`config.mk`:
```
export PLATFORM = sky130hd
export DESIGN_NAME = wand_bus_tx_arb_flat
export DESIGN_NICKNAME = d
export VERILOG_FILES = /design/src/rtl/wand_bus_tx_arb_if.sv /design/src/rtl/wand_bus_tx_arb.sv /design/src/flat_wrapper.sv
export SDC_FILE = /design/constraint.sdc
export NUM_CORES = 1
export LEC_CHECK = 0
export CORE_MARGIN = 2
export CORE_UTILIZATION = 35
export DETAILED_ROUTE_END_ITERATION = 7
export SLEW_MARGIN = 20
export SYNTH_ARGS = -nofsm -noshare
export SYNTH_HDL_FRONTEND = slang
export SYNTH_SLANG_ARGS = --single-unit
```
`constraint.sdc`:
```
create_clock -name clk -period 2.59 [get_ports clk]
set_clock_uncertainty 0.05 [all_clocks]
set_input_delay 0.6475 -clock clk [delete_from_list [all_inputs] [get_ports clk]]
set_output_delay 0.6475 -clock clk [all_outputs]
set_load 0.05 [all_outputs]
```
`src/rtl/wand_bus_tx_arb_if.sv`:
```
// rtl/wand_bus_tx_arb_if.sv - request/line interface of the wired-AND transmitter
interface wand_bus_tx_arb_if #(
    parameter int DATA_W = 8
);
    logic              start;
    logic [DATA_W-1:0] tx_data;
    logic              bus_in;
    logic              bus_oe;
    logic              busy;
    logic              done;
    logic              lost;
    logic [DATA_W-1:0] rx_data;

    modport master (
        output start, tx_data, bus_in,
        input  bus_oe, busy, done, lost, rx_data
    );

    modport slave (
        input  start, tx_data, bus_in,
        output bus_oe, busy, done, lost, rx_data
    );
endinterface

```
`src/rtl/wand_bus_tx_arb.sv`:
```
// rtl/wand_bus_tx_arb.sv - open-drain framed transmitter with wired-AND arbitration
module wand_bus_tx_arb #(
    parameter int DATA_W     = 8,
    parameter int BIT_CYCLES = 4
) (
    input logic              clk,
    input logic              rst,
    wand_bus_tx_arb_if.slave bus
);
    localparam int CW = $clog2(BIT_CYCLES);
    localparam logic [DATA_W-1:0] MASK_MSB = DATA_W'(1) << (DATA_W - 1);

    typedef enum logic [1:0] {IDLE, START, DATA, STOP} state_t;

    state_t            state;
    logic [CW-1:0]     cyc_cnt;
    logic [DATA_W-1:0] tx_shift;
    logic [DATA_W-1:0] rx_mask;
    logic [DATA_W-1:0] tx_shift_next;
    logic              bit_last;
    logic              line_hi;

    // Only a clean 1 means the line is released; x and z are treated as pulled low.
    assign line_hi       = (bus.bus_in === 1'b1);
    assign bit_last      = (cyc_cnt == CW'(BIT_CYCLES - 1));
    assign tx_shift_next = tx_shift << 1;

    always_ff @(posedge clk) begin
        if (rst) begin
            state       <= IDLE;
            cyc_cnt     <= '0;
            tx_shift    <= '0;
            rx_mask     <= '0;
            bus.bus_oe  <= 1'b0;
            bus.busy    <= 1'b0;
            bus.done    <= 1'b0;
            bus.lost    <= 1'b0;
            bus.rx_data <= '0;
        end else begin
            bus.done <= 1'b0;
            bus.lost <= 1'b0;
            cyc_cnt  <= bit_last ? '0 : cyc_cnt + 1'b1;
            case (state)
                IDLE: begin
                    cyc_cnt <= '0;
                    if (bus.start && line_hi) begin
                        state       <= START;
                        tx_shift    <= bus.tx_data;
                        rx_mask     <= MASK_MSB;
                        bus.rx_data <= '0;
                        bus.busy    <= 1'b1;
                        bus.bus_oe  <= 1'b1;
                    end
                end
                START: begin
                    if (bit_last) begin
                        state      <= DATA;
                        bus.bus_oe <= ~tx_shift[DATA_W-1];
                    end
                end
                DATA: begin
                    if (bit_last) begin
                        if (line_hi) begin
                            bus.rx_data <= bus.rx_data | rx_mask;
                        end
                        // Released the line but someone else held it low: back off now.
                        if (tx_shift[DATA_W-1] && !line_hi) begin
                            state      <= IDLE;
                            bus.bus_oe <= 1'b0;
                            bus.busy   <= 1'b0;
                            bus.lost   <= 1'b1;
                        end else if (rx_mask[0]) begin
                            state      <= STOP;
                            bus.bus_oe <= 1'b0;
                        end else begin
                            tx_shift   <= tx_shift_next;
                            rx_mask    <= rx_mask >> 1;
                            bus.bus_oe <= ~tx_shift_next[DATA_W-1];
                        end
                    end
                end
                STOP: begin
                    if (bit_last) begin
                        state      <= IDLE;
                        bus.bus_oe <= 1'b0;
                        bus.busy   <= 1'b0;
                        bus.done   <= line_hi;
                        bus.lost   <= ~line_hi;
                    end
                end
                default: begin
                    state      <= IDLE;
                    bus.bus_oe <= 1'b0;
                    bus.busy   <= 1'b0;
                end
            endcase
        end
    end
endmodule

```
`src/flat_wrapper.sv`:
```
// flat-port wrapper written by rule: the top's interface ports become plain ports
module wand_bus_tx_arb_flat 
#(
    parameter int DATA_W     = 8,
    parameter int BIT_CYCLES = 4
)
  (clk, rst, bus_start, bus_tx_data, bus_bus_in, bus_bus_oe, bus_busy, bus_done, bus_lost, bus_rx_data);
  wand_bus_tx_arb_if #(.DATA_W(DATA_W)) bus_i ();
  input logic clk;
  input logic rst;
  input wire logic [$bits(bus_i.start)-1:0] bus_start;
  input wire logic [$bits(bus_i.tx_data)-1:0] bus_tx_data;
  input wire logic [$bits(bus_i.bus_in)-1:0] bus_bus_in;
  output wire logic [$bits(bus_i.bus_oe)-1:0] bus_bus_oe;
  output wire logic [$bits(bus_i.busy)-1:0] bus_busy;
  output wire logic [$bits(bus_i.done)-1:0] bus_done;
  output wire logic [$bits(bus_i.lost)-1:0] bus_lost;
  output wire logic [$bits(bus_i.rx_data)-1:0] bus_rx_data;
  assign bus_i.start = bus_start;
  assign bus_i.tx_data = bus_tx_data;
  assign bus_i.bus_in = bus_bus_in;
  assign bus_bus_oe = bus_i.bus_oe;
  assign bus_busy = bus_i.busy;
  assign bus_done = bus_i.done;
  assign bus_lost = bus_i.lost;
  assign bus_rx_data = bus_i.rx_data;
  wand_bus_tx_arb #(.DATA_W(DATA_W), .BIT_CYCLES(BIT_CYCLES)) u_core (.clk(clk), .rst(rst), .bus(bus_i));
endmodule
```
# Word level (Yosys, flattened, before mapping)
# Cells that the tools add are included.
# op_classes
addsub	1
n_mul	0
div	0
order_cmp	0
eq_ne	14
shift	0
n_mux	35
bitwise	6
reduce_logical	14
# ops
operator	count
8-bit two-way mux	11
8-bit one-hot mux with 2 select lines	3
5-bit AND reduction	3
2-bit two-way mux	6
2-bit by 1-bit inequality test with 1-bit output (second input constant)	6
4-bit AND reduction	3
1-bit two-way mux	11
8-bit bitwise OR	1
2-bit one-hot mux with 4 select lines	1
2-bit equality test (second input constant)	3
3-bit OR reduction	2
1-bit inverter	5
2-bit inequality test (second input constant)	2
1-bit one-hot mux with 4 select lines	1
3-bit by 1-bit inequality test with 1-bit output (second input constant)	1
1-bit one-hot mux with 3 select lines	1
3-bit nonzero test	1
2-bit by 1-bit adder with 2-bit output (second input constant)	1
2-bit by 1-bit equality test with 1-bit output (second input constant)	1
1-bit logical AND	2
2-bit zero test	1
1-bit one-hot mux with 2 select lines	1
2-bit nonzero test	1
1-bit case equality test (second input constant)	1
1-bit zero test	1
# word_totals
ff_bits	32
latchBits	0
mem_bits_rw	0
rom_bits	0
in_bits	12
output_inout_bits	12
elab_cells	80
n_memories	0

# Longest topological paths before layout
# Gate-level depths: netlist (run 1).
# logic_depth
word_depth	6
ltp_mapped	7
depth_no_buf	5

# Least setup slack after synthesis (run 1)
# Ideal clock, no wire load.
# synth_path
path_kind	input -> register
startpoint	in rst
endpoint	reg u_core.rx_mask[1]
setup_time_ps	60
arrival_time_ps	1567
t_required_ps	2480
slack_ps	913
path_stages	5
n_path_buf	2
path_cell_list	clkbuf_1 or2_1 buf_6 nor2_2 a22o_1
# synth_lines
element	line	source
start, declared	flat_wrapper.sv:10	input logic rst;
end signal, assigned	wand_bus_tx_arb.sv:77	rx_mask <= rx_mask >> 1;
end, declared	wand_bus_tx_arb.sv:18	logic [DATA_W-1:0] rx_mask;

# Worst setup path after layout (run 1)
# layout_path
startpoint	reg u_core.bus.bus_oe
endpoint	out bus_bus_oe
# layout_lines
element	line	source
start, declared	wand_bus_tx_arb_if.sv:21	output bus_oe, busy, done, lost, rx_data
start signal, assigned	wand_bus_tx_arb.sv:58	bus.bus_oe <= ~tx_shift[DATA_W-1];
start signal, assigned	wand_bus_tx_arb.sv:78	bus.bus_oe <= ~tx_shift_next[DATA_W-1];
end, declared	flat_wrapper.sv:14	output wire logic [$bits(bus_i.bus_oe)-1:0] bus_bus_oe;
# No word-level cell between the ends.

==> impl_summary.txt, run 1 <==
----------------------------------------------------
[Route]
  First drt pass iteration count ... 4
  Average wire per standard cell ... roughly 13 µm
  DRC marker count from the first detailed-route iteration ... 49
  Routed vias ... between 1000 and 1500
  Post-DR vias/cell ... about 5
  Total Routed Length ... 2660 µm
  Count of nets left with antenna violations after detail routing ... 0
  Post-route DRC ... 0

[Critical path]
  Stage delay of the slowest cell on the critical path ... between 0.8 and 0.9 ns
  Largest fanout of any net on the critical path ... 2
  Buffers and inverters on the worst path ... 1
  Worst path top cell family by delay ... buffers and inverters
  Cells along the critical path ... clkdlybuf4s50_1
  Worst setup path category ... reg -> out
  Arrival time worst endpoint ... 1.43 ns
  Worst setup EP type ... primary output
  Standard cell with the maximum stage delay on the critical path ... clkdlybuf4s50_1
  Type of element launching the critical path ... register
  Worst EP required ... between 1.5 and 2 ns

[Timing]
  Slew Limit Headroom ... between 60 and 70%
  Final hold viol count ... 0
  Maximum clock frequency ... between 0.4 and 0.5 GHz
  Period utilization ... 82.3%
  Min Clock Period, post-route ... ~2.1 ns
  Final setup viols ... 0
  Worst Tran Pin Value ... roughly 0.52 ns
  RSZ-0062 raised after global routing ... no
  Max Slew Vio Count ... 0
  Min setup slack post-route ... between 0.4 and 0.5 ns
  Setup TNS ... 0 ns

[Yosys]
  Post-synthesis instance area ... roughly 0.0013 mm²
  Number of flops mapped to enable cells by yosys ... 0
  Post-synthesis net count ... between 100 and 150
  Most common flop cell mapped by yosys ... dfxtp_1
  Register area share after synthesis ... roughly half
  Avg Inst Size Synth ... between 9 and 10 µm²
  Count of distinct cell types in the synthesized netlist ... 36
  Post-synthesis cell count ... around 130
  Async S/R FF share, synth ... 0%
  Top cell type's share of synthesized area ... between 40% and 50%
  Total number of yosys warnings ... 0
  Number of storage elements in the synthesis netlist ... 32
  Post-synth top area cell ... dfxtp_1
  Main area contributors after synthesis ... dfxtp_1 (49%), a21oi_1 (8.4%), mux2i_1 (5.3%), nor2_1 (4.3%), a22o_1 (4.0%)

[Floorplanning]
  Die Span Y ... around 65 µm
  Full die area ... 0.00427 mm²
  Die X-Extent ... about 65 µm
  Number of placed I/O pins ... 24
  Starting density of the core ... 36.2%
  Standard cell core area ... around 0.0036 mm²
  Placement Rows ... 22

[Layout]
  Area delta synth->final ... 27.3%
  Share of the core filled with cells ... 46.1%
  Post-Layout Cell Count ... slightly above 200
  Fill cell instance count of the final layout ... 367
  Count of inserted antenna diode cells ... 0
  Net total in the final layout ... about 170
  Fraction of final layout cells with drive strength greater than 1 ... 10.9%

[Pwr]
  Ratio of total power to cell area ... 609 mW/mm²
  Static Leakage ... between 0.6 and 0.7 nW
  Peak ir drop on the vdd network ... around 0.32 mV

[Placed design]
  Worst slack after detailed placement ... about 0.17 ns
  Buffers added on ports ... 23
  Total placed cells including tap cells ... 197
  Placer's final routability congestion estimate ... about 0.84
  Placed wire-length estimate ... ~1900 µm

[CTS]
  H-tree depth ... 2
  Clock tree from TritonCTS ... done
  Clock Tree Buf Depth ... 2
  Number of CTS-inserted buffers ... 5
  Quantity of gates resized following cts ... 0
  Clock insertion delay at the later pin of the skew report ... about 0.28 ns
  Root cell of the clock tree ... clkbuf_8
  Number of buffers inserted for hold repair after clock tree synthesis ... 0
  Clk sinks ... 32
  Number of post-CTS setup repair buffers ... 0
  CTS clock-pin slew for the worst setup and hold paths ... around 0.060 ns

[Global routing]
  Total overflow reported by the global router ... 0
  Via count of the first global-routing pass ... about 990
  Initial antenna violation count ... 0
  Wire length of the first global-routing pass ... between 4000 and 5000 µm
  GRT Resource Usage Total ... about 14%
  Largest net degree at the start of global routing ... 16

[Outcome]
  Result of the run ... finished, final reports clean

[Job]
  Count of maximum capacitance violations ... 0

[Hold path]
  Hold/Removal Path Class ... reg -> reg

----------------------------------------------------
-- layout by cell type (no fill, tap or decap), types with 2 or more instances in the layout --
master	n
nor4b_4	2
mux2i_1	7
a21oi_1	22
a22o_1	6
o21ai_0	2
nand2_1	3
a211oi_1	6
and2_1	2
buf_4	3
nand2b_1	3
nor4_1	3
nor2_1	15
dfxtp_1	32
nor3b_1	2
clkbuf_8	7
clkdlybuf4s50_1	23
-- worst paths after layout --
kind                                        start  depth (start not counted)                 to  slack (ns)
worst max-delay path            u_core.bus.bus_oe                          1         bus_bus_oe        0.46
worst min-delay path            u_core.cyc_cnt[0]                          1  u_core.cyc_cnt[0]        0.38
worst max register to register  u_core.cyc_cnt[0]                          5  u_core.rx_mask[2]        0.80
worst min register to register  u_core.cyc_cnt[0]                          1  u_core.cyc_cnt[0]        0.38
-- cells in the mapped netlist (all sizes together), types with 2 or more instances --
master	number
nor4	3
o21ai	2
dfxtp	32
and2	2
a21oi	22
a22o	6
a211oi	7
nand2b	3
nand2	4
clkbuf	4
nor3b	2
mux2i	7
nor2	16
nor4b	3
buf	5
-- sequential cells by signal, indices dropped and copies added (netlist names) --
signal              cells
u_core.rx_mask          8
u_core.bus.bus_oe       1
u_core.bus.rx_data      8
u_core.bus.done         1
u_core.tx_shift         8
u_core.bus.lost         1
u_core.cyc_cnt          2
u_core.bus.busy         1
u_core.state            2
-- power breakdown --
part	total [W]	internal, W	switching [W]
sequential	0.000520	0.000507	0.0000126
combinational	0.0000967	0.0000439	0.0000528
clock	0.000403	0.000236	0.000167
-- stage by stage --
stage	power (W)	hold slack, ns	cell area, µm²
5_1_grt	0.00107	0.403	1680
3_5_place_dp	0.000627	0.379	1580
4_1_cts	0.00103	0.387	1680
3_3_place_gp	0.000625	0.369	1580
6_report	0.00102	0.383	1680
2_1_floorplan	0.000591	0.358	1320
-- cell type report --
| type | instances | area (µm²) | share of cell area (%) |
|---|---|---|---|
| clock buffers | 7 | 96.3 | 5.75 |
| inverters | 1 | 3.75 | 0.224 |
| multi-input cells | 90 | 622 | 37.1 |
| flip-flops and latches | 32 | 641 | 38.2 |
| well taps | 48 | 60.1 | 3.58 |
| repair buffers | 26 | 253 | 15.1 |
-- cell families (layout without fill, tap and decap cells) --
group / Yosys count / count (layout) / share of synthesized area [%]
and+or+nand+nor: 41 / 41 / 20.1
AOI/OAI and AO/OA: 40 / 40 / 20.1
buffers and inverters: 10 / 34 / 4.09
DFF: 32 / 32 / 48.7
muxes: 8 / 8 / 6.18
adders and majority gates: 1 / 1 / 0.950
-- per-layer routing --
metal	part of all wire [%]	up-vias	global-route usage [%]
met1	48	477	18.3
met2	47	21	21.3
met3	4.0	3	5.82
met5	0	-	0
li1	-	522	-
met4	1.1	0	6.25
Power figures use the tool's default switching activity.
==> run 2: changes to the inputs <==
Clock period 2.59 ns to 1.9 ns, I/O delays scaled along.
==> run 2 against run 1 <==
  * Critical path depth grew 4
  * Clock power grew 56%
  * Clock-buffer cell count shrank 1
  * Flip-flop and latch count is the same
  * Power grew 45%
  * Die area is the same
  * Combinational power grew 50%
  * Cell count grew 3.9%
  * Critical endpoint is now u_core.rx_mask[5]
  * Largest power group unchanged
==> impl_summary.txt, run 2 (synthesized netlist as in run 1, its figures left out) <==
----------------------------------------------------
[Placed design]
  Buffers added on ports ... 23 (unchanged)
  Placed wire-length estimate ... 2030 µm (+5.3%)
  Worst slack after detailed placement ... -0.156 ns (-0.331 ns)
  Placer's final routability congestion estimate ... 0.838 (-0.38%)

[Layout]
  Area delta synth->final ... 29.8%
  Share of the core filled with cells ... 47.0% (+0.93 points)
  Commonest cells after routing, fill and taps aside ... dfxtp_1 (32), a21oi_1 (22), buf_4 (22)
  Net total in the final layout ... 176 (+4.1%)
  Fraction of final layout cells with drive strength greater than 1 ... 22.0% (+11 points)
  Leading registers by flop count ... u_core.bus.rx_data (8), u_core.rx_mask (8), u_core.tx_shift (8)
  Count of inserted antenna diode cells ... 0 (unchanged)
  Most common cell after layout, fill and taps aside ... dfxtp_1

[CTS]
  Number of CTS-inserted buffers ... 5 (unchanged)
  Clock insertion delay at the later pin of the skew report ... 0.28 ns (about the same)
  Quantity of gates resized following cts ... 0 (unchanged)
  H-tree depth ... 2 (unchanged)
  Clock tree from TritonCTS ... done
  Number of buffers inserted for hold repair after clock tree synthesis ... 0 (unchanged)
  Root cell of the clock tree ... clkbuf_8
  Clk sinks ... 32 (unchanged)
  Clock Tree Buf Depth ... 2 (unchanged)
  Number of post-CTS setup repair buffers ... 0 (unchanged)
  CTS clock-pin slew for the worst setup and hold paths ... 0.06 ns (about the same)

[Global routing]
  GRT Resource Usage Total ... 14.8% (+0.41 points)
  Via count of the first global-routing pass ... 1076 (+8.6%)
  Largest net degree at the start of global routing ... 18 (+2)
  Wire length of the first global-routing pass ... 4740 µm (+4.6%)
  Initial antenna violation count ... 0 (unchanged)
  Total overflow reported by the global router ... 0 (unchanged)

[Route]
  Total Routed Length ... 2780 µm (+4.3%)
  Post-route DRC ... 0 (unchanged)
  Routed vias ... 1079 (+5.5%)
  First drt pass iteration count ... 4 (unchanged)
  Count of nets left with antenna violations after detail routing ... 0 (unchanged)
  Post-DR vias/cell ... 5.09 (+1.5%)
  Average wire per standard cell ... 13.1 µm (+0.38%)
  DRC marker count from the first detailed-route iteration ... 129 (+160%)

[Floorplanning]
  Placement Rows ... 22 (unchanged)
  Full die area ... 0.00427 mm² (unchanged)
  Starting density of the core ... 36.2% (unchanged)
  Die X-Extent ... 65.3 µm (unchanged)
  Standard cell core area ... 0.00363 mm² (unchanged)
  Die Span Y ... 65.3 µm (unchanged)
  Number of placed I/O pins ... 24 (unchanged)

[Critical path]
  Worst EP required ... 2.03 ns (+0.14 ns)
  Crit path from ... bus_bus_in
  Worst flop-to-flop path endpoint ... u_core.rx_mask[5]
  Worst setup path category ... in -> reg
  Minimum setup slack among reg-to-reg paths ... 0.21 ns (-0.59 ns)
  Type of element launching the critical path ... input pin
  Arrival time worst endpoint ... 1.89 ns (+0.46 ns)
  Worst setup EP type ... register
  Worst R2R Start ... u_core.state[1]
  R2r worst-path depth ... 4 (-1)
  Largest fanout of any net on the critical path ... 6 (+4)

[Timing]
  Min Clock Period, post-route ... around 1.8 ns
  Worst hold margin ... 0.393 ns (+0.00990 ns)
  Max Slew Vio Count ... 0 (unchanged)
  Slew Limit Headroom ... 61.4% (-3.7 points)
  Final setup viols ... 0 (unchanged)
  Maximum clock frequency ... 0.568 GHz
  RSZ-0062 raised after global routing ... no
  Period utilization ... about 93%
  Final hold viol count ... 0 (unchanged)
  Worst Tran Pin Value ... 0.578 ns (+0.0560 ns)
  Setup TNS ... 0 ns (unchanged)
  Min setup slack post-route ... 0.140 ns (-0.318 ns)

[Outcome]
  Result of the run ... finished, final reports clean

[Hold path]
  Hold endpoint ... u_core.cyc_cnt[0]
  Hold Path Origin ... u_core.cyc_cnt[0]
  Hold/Removal Path Class ... reg -> reg
  Worst Hold Depth ... 1 (unchanged)

[Pwr]
  Overall Power ... 0.00148 W (+45%)
  Static Leakage ... 0.700 nW (+10%)
  Ratio of total power to cell area ... 864 mW/mm² (+42%)
  Peak ir drop on the vdd network ... 0.376 mV (+19%)

[Job]
  Count of maximum capacitance violations ... 0 (unchanged)

----------------------------------------------------
==> run 2: changes by cell type in the layout (fill, tap and decap cells not counted) <==
cell	before	now
clkbuf_1	0	1
bufinv_16	0	1
clkbuf_8	7	5
clkdlybuf4s50_1	23	11
clkinv_2	0	1
buf_4	3	22
==> run 2: cell type report <==
| cell class | instances | area [µm²] |
|---|---|---|
| fillers | 364 | 1920 |
| flip-flops and latches | 32 | 641 |
| multi-input cells | 90 | 622 |
| repair buffers | 33 | 275 |
| clock buffers | 6 | 72.6 |
| well taps | 48 | 60.1 |
| clock inverters | 2 | 35.0 |
| inverters | 1 | 3.75 |
==> run 2: per-layer routing <==
layer	track usage, %	up-vias	wire length, µm
li1	-	540	-
met1	17.8	515	1290
met2	23.5	19	1320
met3	3.60	5	100
met4	9.38	0	66
met5	0	-	0
==> run 2: how the worst max path moves through the flow <==
stage,endpoint,slack [ns]
floorplan,u_core.bus.rx_data[0],0.35
global placement,u_core.rx_mask[1],-0.08
detailed placement,u_core.rx_mask[3],-0.16
CTS,u_core.rx_mask[5],0.15
global route,u_core.rx_mask[6],0.04
finish,u_core.rx_mask[5],0.14
==> run 2: stage by stage <==
stage          cell area, µm²  cells
2_1_floorplan            1320    132
3_3_place_gp             1600    204
3_5_place_dp             1600    204
4_1_cts                  1710    212
5_1_grt                  1710    212
6_report                 1710    212
==> run 2: critical path, cell delays in order <==
cell and delay, ns:
clkdlybuf4s50_1 0.60, nor2b_4 0.09, nor4b_4 0.35, nor2_2 0.13, a22o_1 0.25
==> run 2: power by group <==
part           switching, W  internal, W
Combinational     0.0000777    0.0000673
Clock              0.000239     0.000388
Sequential        0.0000133     0.000691
Total              0.000330      0.00115
==> run 3: changes to the inputs <==
Clock period 1.9 ns to 2.25 ns, I/O delays scaled along.
==> run 3 against run 2 <==
  * Register-to-register slack better by 0.37 ns
  * Flip-flop and latch count unchanged
  * Sequential share of layout area up 0.17 points
  * Clock-buffer cell count unchanged
  * First-iteration DRC count down 45%
  * Die area unchanged
  * Cell count down 1.4%
  * Critical path depth down 4
  * Non-clock buffer count down 3
  * Largest cell class unchanged
  * Largest power group unchanged
  * Highest routed layer unchanged
==> impl_summary.txt, run 3 (synthesized netlist as in run 1, its figures left out) <==
----------------------------------------------------
[Critical path]
  Worst flop-to-flop path endpoint ... u_core.rx_mask[3]
  R2r worst-path depth ... 5 (+1)
  Worst setup EP type ... primary output
  Type of element launching the critical path ... register
  Worst R2R Start ... u_core.cyc_cnt[0]
  Minimum setup slack among reg-to-reg paths ... 0.58 ns (+0.37 ns)
  Arrival time worst endpoint ... 1.43 ns (-0.46 ns)
  Worst setup path category ... reg -> out
  Worst EP required ... 1.64 ns (-0.39 ns)
  Largest fanout of any net on the critical path ... 2 (-4)
  Worst path top cell family by delay ... buffers and inverters
  Cells along the critical path ... clkdlybuf4s50_1
  Standard cell with the maximum stage delay on the critical path ... clkdlybuf4s50_1
  Buffers and inverters on the worst path ... 1 (unchanged)
  Stage delay of the slowest cell on the critical path ... 0.81 ns (+0.21 ns)

[Pwr]
  Static Leakage ... 0.655 nW (-6.4%)
  Peak ir drop on the vdd network ... 0.342 mV (-9.1%)
  Ratio of total power to cell area ... 681 mW/mm² (-21%)

[Route]
  Average wire per standard cell ... 12.8 µm (-2.4%)
  Routed vias ... 1034 (-4.2%)
  Count of nets left with antenna violations after detail routing ... 0 (unchanged)
  Total Routed Length ... 2670 µm (-3.7%)
  Post-DR vias/cell ... 4.95 (-2.8%)
  First drt pass iteration count ... 4 (unchanged)
  DRC marker count from the first detailed-route iteration ... 71 (-45%)
  Post-route DRC ... 0 (unchanged)

[Layout]
  Leading registers by flop count ... u_core.bus.rx_data (8), u_core.rx_mask (8), u_core.tx_shift (8)
  Most common cell after layout, fill and taps aside ... dfxtp_1
  Count of inserted antenna diode cells ... 0 (unchanged)
  Fraction of final layout cells with drive strength greater than 1 ... 13.7% (-8.3 points)
  Share of the core filled with cells ... 46.8% (-0.21 points)
  Net total in the final layout ... 173 (-1.7%)
  Commonest cells after routing, fill and taps aside ... dfxtp_1 (32), clkdlybuf4s50_1 (23), a21oi_1 (22)
  Fill cell instance count of the final layout ... 348 (-4.4%)
  Area delta synth->final ... 29.3%

[CTS]
  Clock tree from TritonCTS ... done
  Clk sinks ... 32 (unchanged)
  Number of buffers inserted for hold repair after clock tree synthesis ... 0 (unchanged)
  Clock insertion delay at the later pin of the skew report ... 0.28 ns (about the same)
  Number of post-CTS setup repair buffers ... 0 (unchanged)
  Clock Tree Buf Depth ... 2 (unchanged)
  Number of CTS-inserted buffers ... 5 (unchanged)
  H-tree depth ... 2 (unchanged)
  Root cell of the clock tree ... clkbuf_8
  Quantity of gates resized following cts ... 0 (unchanged)
  CTS clock-pin slew for the worst setup and hold paths ... 0.06 ns (about the same)

[Timing]
  Period utilization ... about 91%
  Final hold viol count ... 0 (unchanged)
  Max Slew Vio Count ... 0 (unchanged)
  Worst Tran Pin Value ... 0.500 ns (-0.0785 ns)
  Final setup viols ... 0 (unchanged)
  Slew Limit Headroom ... 66.6% (+5.1 points)
  RSZ-0062 raised after global routing ... no
  Min setup slack post-route ... 0.210 ns (+0.0701 ns)
  Maximum clock frequency ... 0.490 GHz
  Min Clock Period, post-route ... ~2 ns
  Setup TNS ... 0 ns (unchanged)

[Global routing]
  Via count of the first global-routing pass ... 1001 (-7.0%)
  Wire length of the first global-routing pass ... 4440 µm (-6.4%)
  Initial antenna violation count ... 0 (unchanged)
  Largest net degree at the start of global routing ... 17 (-1)
  GRT Resource Usage Total ... 13.9% (-0.82 points)
  Total overflow reported by the global router ... 0 (unchanged)

[Floorplanning]
  Die X-Extent ... 65.3 µm (unchanged)
  Starting density of the core ... 36.2% (unchanged)
  Placement Rows ... 22 (unchanged)
  Number of placed I/O pins ... 24 (unchanged)
  Standard cell core area ... 0.00363 mm² (unchanged)
  Full die area ... 0.00427 mm² (unchanged)
  Die Span Y ... 65.3 µm (unchanged)

[Hold path]
  Hold endpoint ... u_core.cyc_cnt[0]
  Hold Path Origin ... u_core.cyc_cnt[0]
  Worst Hold Depth ... 1 (unchanged)
  Hold/Removal Path Class ... reg -> reg

[Placed design]
  Placer's final routability congestion estimate ... 0.861 (+2.7%)
  Worst slack after detailed placement ... 0.136 ns (+0.292 ns)
  Placed wire-length estimate ... 1910 µm (-5.8%)
  Buffers added on ports ... 23 (unchanged)

[Job]
  Count of maximum capacitance violations ... 0 (unchanged)

[Outcome]
  Result of the run ... finished, final reports clean

----------------------------------------------------
run 3: cell count changes in the layout (fill, tap and decap cells not counted):
cell	before	now
clkinv_2	1	2
clkbuf_1	1	0
buf_4	22	7
clkbuf_8	5	6
bufinv_16	1	0
clkdlybuf4s50_1	11	23
run 3: cell type report:
| class | count | area (µm²) | share of cell area [%] |
|---|---|---|---|
| sequential | 32 | 641 | 37.6 |
| clock buffer | 6 | 82.6 | 4.85 |
| inverter | 1 | 3.75 | 0.221 |
| clock inverter | 2 | 10.0 | 0.588 |
| tap | 48 | 60.1 | 3.53 |
| multi-input combinational | 90 | 622 | 36.5 |
| timing repair buffer | 30 | 283 | 16.6 |
run 3: metal layers:
metal  GRT usage (%)  vias up  routed length [µm]
li1                -      531                   -
met1            17.0      475                1280
met2            21.8       26                1240
met3            5.31        2                 128
met4            6.25        0                  21
met5               0        -                   0
run 3: worst max path at each step:
stage / from / to / slack [ns] / depth (start not counted)
6_report: u_core.bus.rx_data[7] / bus_rx_data[7] / 0.21 / 1
5_1_grt: u_core.bus.rx_data[7] / bus_rx_data[7] / 0.17 / 1
4_1_cts: u_core.bus.bus_oe / bus_bus_oe / 0.20 / 1
3_5_place_dp: bus_bus_in / u_core.tx_shift[2] / 0.14 / 5
3_3_place_gp: bus_bus_in / u_core.rx_mask[6] / 0.18 / 5
2_1_floorplan: rst / u_core.rx_mask[1] / 0.66 / 5
run 3: per-stage QoR:
stage                     hold WS, ns  total power [W]  std cells  area, µm²
after CTS                       0.396          0.00118        209       1700
after global routing            0.428          0.00121        209       1700
final                           0.389          0.00116        209       1700
after detailed placement        0.385         0.000729        201       1610
after global placement          0.370         0.000726        201       1610
after floorplan                 0.358         0.000680        132       1320
run 3: report_power, final:
part	internal [W]	leakage (nW)	switching, W
clock	0.000244	0.0510	0.000200
combinational	0.0000560	0.344	0.0000622
sequential	0.000584	0.260	0.0000140
total	0.000883	0.655	0.000276
